### src/rtl/useq_sequencer.sv
// useq_sequencer: writable-microcode sequencer with run-time loaded store and two dispatch tables
//
// Parameters: STATE_W (state/address width), IN_W (condition input width),
//             CTRL_W (control field width), RESET_STATE (state after reset)
// Ports:
//   clk, rst                  clock, synchronous active-high reset
//   en                        advance enable, 0 holds state
//   in                        condition / dispatch input
//   mc_we, mc_addr, mc_wdata  microcode write port, word = {ctrl, target, bc}
//   dt_we, dt_sel, dt_addr, dt_wdata  dispatch write port, dt_sel 0/1 = table 1/2
//   state                     registered current state
//   ctrl                      control field of mem[state]
//   waiting                   current op is WAIT and in == 0
//   err                       one-cycle pulse on RET with empty return register
// Optional feature: define USEQ_CALL_STACK_EN for a one-entry CALL/RET return register;
// without it CALL acts as JUMP, RET goes to RESET_STATE and err is tied low.
module useq_sequencer #(
    parameter int STATE_W     = 4,
    parameter int IN_W        = 2,
    parameter int CTRL_W      = 8,
    parameter int RESET_STATE = 0
) (
    input  logic                      clk,
    input  logic                      rst,
    input  logic                      en,
    input  logic [IN_W-1:0]           in,
    input  logic                      mc_we,
    input  logic [STATE_W-1:0]        mc_addr,
    input  logic [3+STATE_W+CTRL_W-1:0] mc_wdata,
    input  logic                      dt_we,
    input  logic                      dt_sel,
    input  logic [IN_W-1:0]           dt_addr,
    input  logic [STATE_W-1:0]        dt_wdata,
    output logic [STATE_W-1:0]        state,
    output logic [CTRL_W-1:0]         ctrl,
    output logic                      waiting,
    output logic                      err
);
    localparam int W = 3 + STATE_W + CTRL_W;
    localparam logic [2:0] OP_SEQ   = 3'd0;
    localparam logic [2:0] OP_DISP1 = 3'd1;
    localparam logic [2:0] OP_DISP2 = 3'd2;
    localparam logic [2:0] OP_JUMP  = 3'd3;
    localparam logic [2:0] OP_BR    = 3'd4;
    localparam logic [2:0] OP_WAIT  = 3'd5;
    localparam logic [2:0] OP_CALL  = 3'd6;
    localparam logic [2:0] OP_RET   = 3'd7;
    localparam logic [STATE_W-1:0] RST_ST = STATE_W'(RESET_STATE);

    logic [W-1:0]       mem [2**STATE_W];
    logic [STATE_W-1:0] dt1 [2**IN_W];
    logic [STATE_W-1:0] dt2 [2**IN_W];
    logic [W-1:0]       w;
    logic [2:0]         bc;
    logic [STATE_W-1:0] target;
    logic [STATE_W-1:0] inc;
    logic [STATE_W-1:0] nxt;

    // RAMs are deliberately outside reset so contents survive rst
    always_ff @(posedge clk) begin
        if (mc_we) mem[mc_addr] <= mc_wdata;
        if (dt_we && !dt_sel) dt1[dt_addr] <= dt_wdata;
        if (dt_we && dt_sel) dt2[dt_addr] <= dt_wdata;
    end

    assign w      = mem[state];
    assign bc     = w[2:0];
    assign target = w[3 +: STATE_W];
    assign inc    = state + STATE_W'(1);

`ifdef USEQ_CALL_STACK_EN
    logic [STATE_W-1:0] ret;
    logic               rv;
    logic               err_q;

    always_ff @(posedge clk) begin
        if (rst) begin
            rv    <= 1'b0;
            err_q <= 1'b0;
        end else begin
            err_q <= en && bc == OP_RET && !rv;
            if (en && bc == OP_CALL) begin
                ret <= inc;
                rv  <= 1'b1;
            end else if (en && bc == OP_RET) begin
                rv <= 1'b0;
            end
        end
    end

    assign err = err_q;
`else
    assign err = 1'b0;
`endif

    always_ff @(posedge clk) begin
        if (rst) state <= RST_ST;
        else if (en) state <= nxt;
    end

    always_comb begin
        nxt = inc;
        case (bc)
            OP_SEQ:           nxt = inc;
            OP_DISP1:         nxt = dt1[in];
            OP_DISP2:         nxt = dt2[in];
            OP_JUMP, OP_CALL: nxt = target;
            OP_BR:            nxt = in[0] ? target : inc;
            OP_WAIT:          nxt = (in == '0) ? state : inc;
`ifdef USEQ_CALL_STACK_EN
            OP_RET:           nxt = rv ? ret : RST_ST;
`else
            OP_RET:           nxt = RST_ST;
`endif
            default:          nxt = inc;
        endcase
    end

    always_comb begin
        ctrl    = w[3+STATE_W +: CTRL_W];
        waiting = bc == OP_WAIT && in == '0;
    end
endmodule

### config.mk
export PLATFORM = sky130hd
export DESIGN_NAME = useq_sequencer
export DESIGN_NICKNAME = d
export VERILOG_FILES = /design/src/rtl/useq_sequencer.sv
export SDC_FILE = /design/constraint.sdc
export NUM_CORES = 1
export LEC_CHECK = 0
export CORE_ASPECT_RATIO = 1.1
export CORE_MARGIN = 1
export CORE_UTILIZATION = 55
export DETAILED_ROUTE_END_ITERATION = 16
export PLACE_DENSITY = 0.75
export SYNTH_ARGS = -nofsm -noshare
export SYNTH_HDL_FRONTEND = slang
export SYNTH_SLANG_ARGS = --single-unit
### constraint.sdc
create_clock -name clk -period 4.8 [get_ports clk]
set_input_delay 1.44 -clock clk [delete_from_list [all_inputs] [get_ports clk]]
set_output_delay 1.44 -clock clk [all_outputs]
set_load 0.05 [all_outputs]
==> impl_metrics.env <==
export IMPL_clk_transition_reported_paths_ns=0.07
export IMPL_max_freq_mhz=219
export IMPL_synth_seq_cells=280
export IMPL_tightest_slew_ns=1.13
export IMPL_synthSimpleGateAreaFrac=0.0331
export IMPL_holdPathEnd="state[2]"
export IMPL_io_pins=47
export IMPL_worst_path_max_delay_cell="clkdlybuf4s50_1"
export IMPL_ff2ff_setup_slack_ns=1.40
export IMPL_area_growth_syn_to_layout_pct=17.0
export IMPL_fin_area_um2=12900
export IMPL_slowest_delay_ns=0.73
export IMPL_cts_buffers=27
export IMPL_diodes=0
export IMPL_regArea_um2=8330
export IMPL_drive_above_1_share=0.262
export IMPL_grt_use_total=0.231
export IMPL_worstPathMaxFanout=25
export IMPL_synth_main_ff_cell="edfxtp_1"
export IMPL_antenna_found_initial=0
export IMPL_fin_worst_skew_ns=0.00778
export IMPL_tns_ns=0
export IMPL_core_um2=19400
export IMPL_die_h_um=150
export IMPL_synthMuxAreaShare=0.168
export IMPL_num_rows=53
export IMPL_most_common_layout_cells="272 x edfxtp_1, 76 x mux4_2, 44 x clkdlybuf4s50_1"
export IMPL_synth_compound_gate_area_share=0.0256
export IMPL_power_density_nw_per_um2=541
export IMPL_dr_pass1_iters=5
export IMPL_viasPerCell=6.27
export IMPL_post_route_min_period_ns=4.56
export IMPL_synth_nets=538
export IMPL_hp_start="state[2]"
export IMPL_synth_edf_count=272
export IMPL_drc_errors=0
export IMPL_worstSetupPathType="flop to primary output"
export IMPL_yosys_area_share_xor_xnor=0.00239
export IMPL_drv_slew=0
export IMPL_grt_pass1_wl_um=33500
export IMPL_peakVddDrop_uv=359
export IMPL_ys_types=46
export IMPL_routedWlPerCell_um=26.5
export IMPL_hold_viol=0
export IMPL_r2r_cells=8
export IMPL_critPathLaunchType="flop"
export IMPL_grt_pass1_vias=5544
export IMPL_timing_hold_ws_ns=0.562
export IMPL_root_buffer="clkbuf_16"
export IMPL_syn_inst=504
export IMPL_cts_tree="done"
export IMPL_vias=5371
export IMPL_cp_data_required_time_ns=3.36
export IMPL_clk_latency_ns=0.54
export IMPL_place_hpwl_um=13500
export IMPL_fin_crit_sh=0.951
export IMPL_overflow=0
export IMPL_wirelength_um=22700
export IMPL_syn_area_per_cell_um2=21.8
export IMPL_synth_fa_ha_area_frac=0.00114
export IMPL_synth_async_reset_ratio=0
export IMPL_finalSetupViolations=0
export IMPL_cp_end_kind="primary output"
export IMPL_multiInputGateArea_um2=2550
export IMPL_finalPower_w=0.00696
export IMPL_relSlewSlack=0.243
export IMPL_yosysSeqAreaShare=0.757
export IMPL_worstPathCellList="buf_12 -> mux4_2 -> mux4_2 -> clkdlybuf4s50_1"
export IMPL_p_leak_nw=4.03
export IMPL_layout_nets=624
export IMPL_port_buffers=45
export IMPL_drv_cap=0
export IMPL_nFillCells=1208
export IMPL_h_tree_depth=1
export IMPL_cts_num_sinks=280
export IMPL_status="finished clean"
export IMPL_drtAntennaViolNets=0
export IMPL_critPathArrivalTime_ns=3.12
export IMPL_hold_path_depth=2
export IMPL_drtIter0Drc=437
export IMPL_min_path_type="flop to flop"
export IMPL_mostFrequentLayoutCell="edfxtp_1"
export IMPL_die_area_um2=20600
export IMPL_grt_setup_unrepaired="false"
export IMPL_dieWidth_um=137
export IMPL_setup_ws_ns=0.237
export IMPL_grt_max_degree=32
export IMPL_yosys_warnings=0
export IMPL_dpl_worst_slack_ns=0.491
export IMPL_synth_top_family_by_area="multiplexers"
export IMPL_gp_congestion=0.860
export IMPL_start_util=0.568
export IMPL_placed_area_um2=11900
export IMPL_cpMostUsedCell="mux4_2"
export IMPL_cts_buffer_depth=3
export IMPL_netlist_area_um2=11000
[synth_stat cells, types with 4 or more instances]
library cell | number | area [µm²]
nor2_1 | 29 | 109
clkbuf_1 | 6 | 22.5
nand3b_1 | 4 | 30.0
dfxtp_1 | 8 | 160
nand3_1 | 4 | 20.0
buf_2 | 4 | 20.0
inv_1 | 5 | 18.8
nand2_1 | 10 | 37.5
edfxtp_1 | 272 | 8170
a2111oi_1 | 4 | 40.0
a21oi_1 | 8 | 40.0
mux4_2 | 76 | 1710
nand2b_1 | 7 | 43.8
buf_1 | 8 | 30.0
mux4_1 | 5 | 131
nor3_1 | 8 | 40.0
[worst max-delay path by stage]
stage,startpoint,endpoint,slack [ns],cells after the start
2_1_floorplan,flop,ctrl[0],0.85,5
3_3_place_gp,flop,ctrl[0],0.54,3
3_5_place_dp,flop,ctrl[0],0.49,3
4_1_cts,flop,ctrl[6],0.02,4
5_1_grt,flop,ctrl[5],0.12,4
6_report,flop,ctrl[6],0.24,4
[repair_timing]
action,4_1_cts,5_1_grt
setup buffers,1,1
hold buffers,0,0
endpoints found under the setup margin,8,3
resized for setup,0,0
[kinds of logic after synthesis]
| group | Yosys count |
|---|---|
| other | 1 |
| buffers and inverters | 28 |
| AOI/OAI and AO/OA | 37 |
| DFF | 280 |
| adders and majority gates | 1 |
| muxes | 81 |
| xor gates and xnor gates | 3 |
| and+or+nand+nor | 73 |
[per-stage QoR]
| step | utilization | cells |
|---|---|---|
| floorplan | - | 504 |
| global placement | 0.617 | 806 |
| detailed placement | 0.617 | 806 |
| CTS | 0.663 | 856 |
| global route | 0.665 | 857 |
| finish | 0.665 | 857 |
[worst max-delay path, delay by kind of cell (launching register included)]
kind,cells,cell delay [ns]
mux,2,0.97
flops,1,0.58
buf+inv,2,1.01
[registers in the layout, summed over array words and instances (netlist names), named ones only]
signal / count
dt1: 16
state: 4
dt2: 16
mem: 240
[power breakdown]
| group | total, W | switching, W | internal, W |
|---|---|---|---|
| clock network | 0.00212 | 0.000870 | 0.00125 |
| registers | 0.00291 | 0.000143 | 0.00277 |
| logic | 0.00193 | 0.00102 | 0.000911 |
[area by class of cell]
class / instances / area share
Multi-Input combinational cell: 196 / 0.198
Tap cell: 247 / 0.0240
Clock buffer: 34 / 0.0546
Timing Repair Buffer: 80 / 0.0601
Clock inverter: 15 / 0.0140
Sequential cell: 280 / 0.648
Inverter: 5 / 0.00146
[layer usage]
layer	vias to the layer above	global-route usage	part of all wire
met3	34	0.0330	0.074
met5	-	0	0
li1	2302	-	-
met4	0	0.0692	0.021
met2	226	0.398	0.53
met1	2809	0.307	0.38
Note: power is estimated with default switching activity, not from simulation.
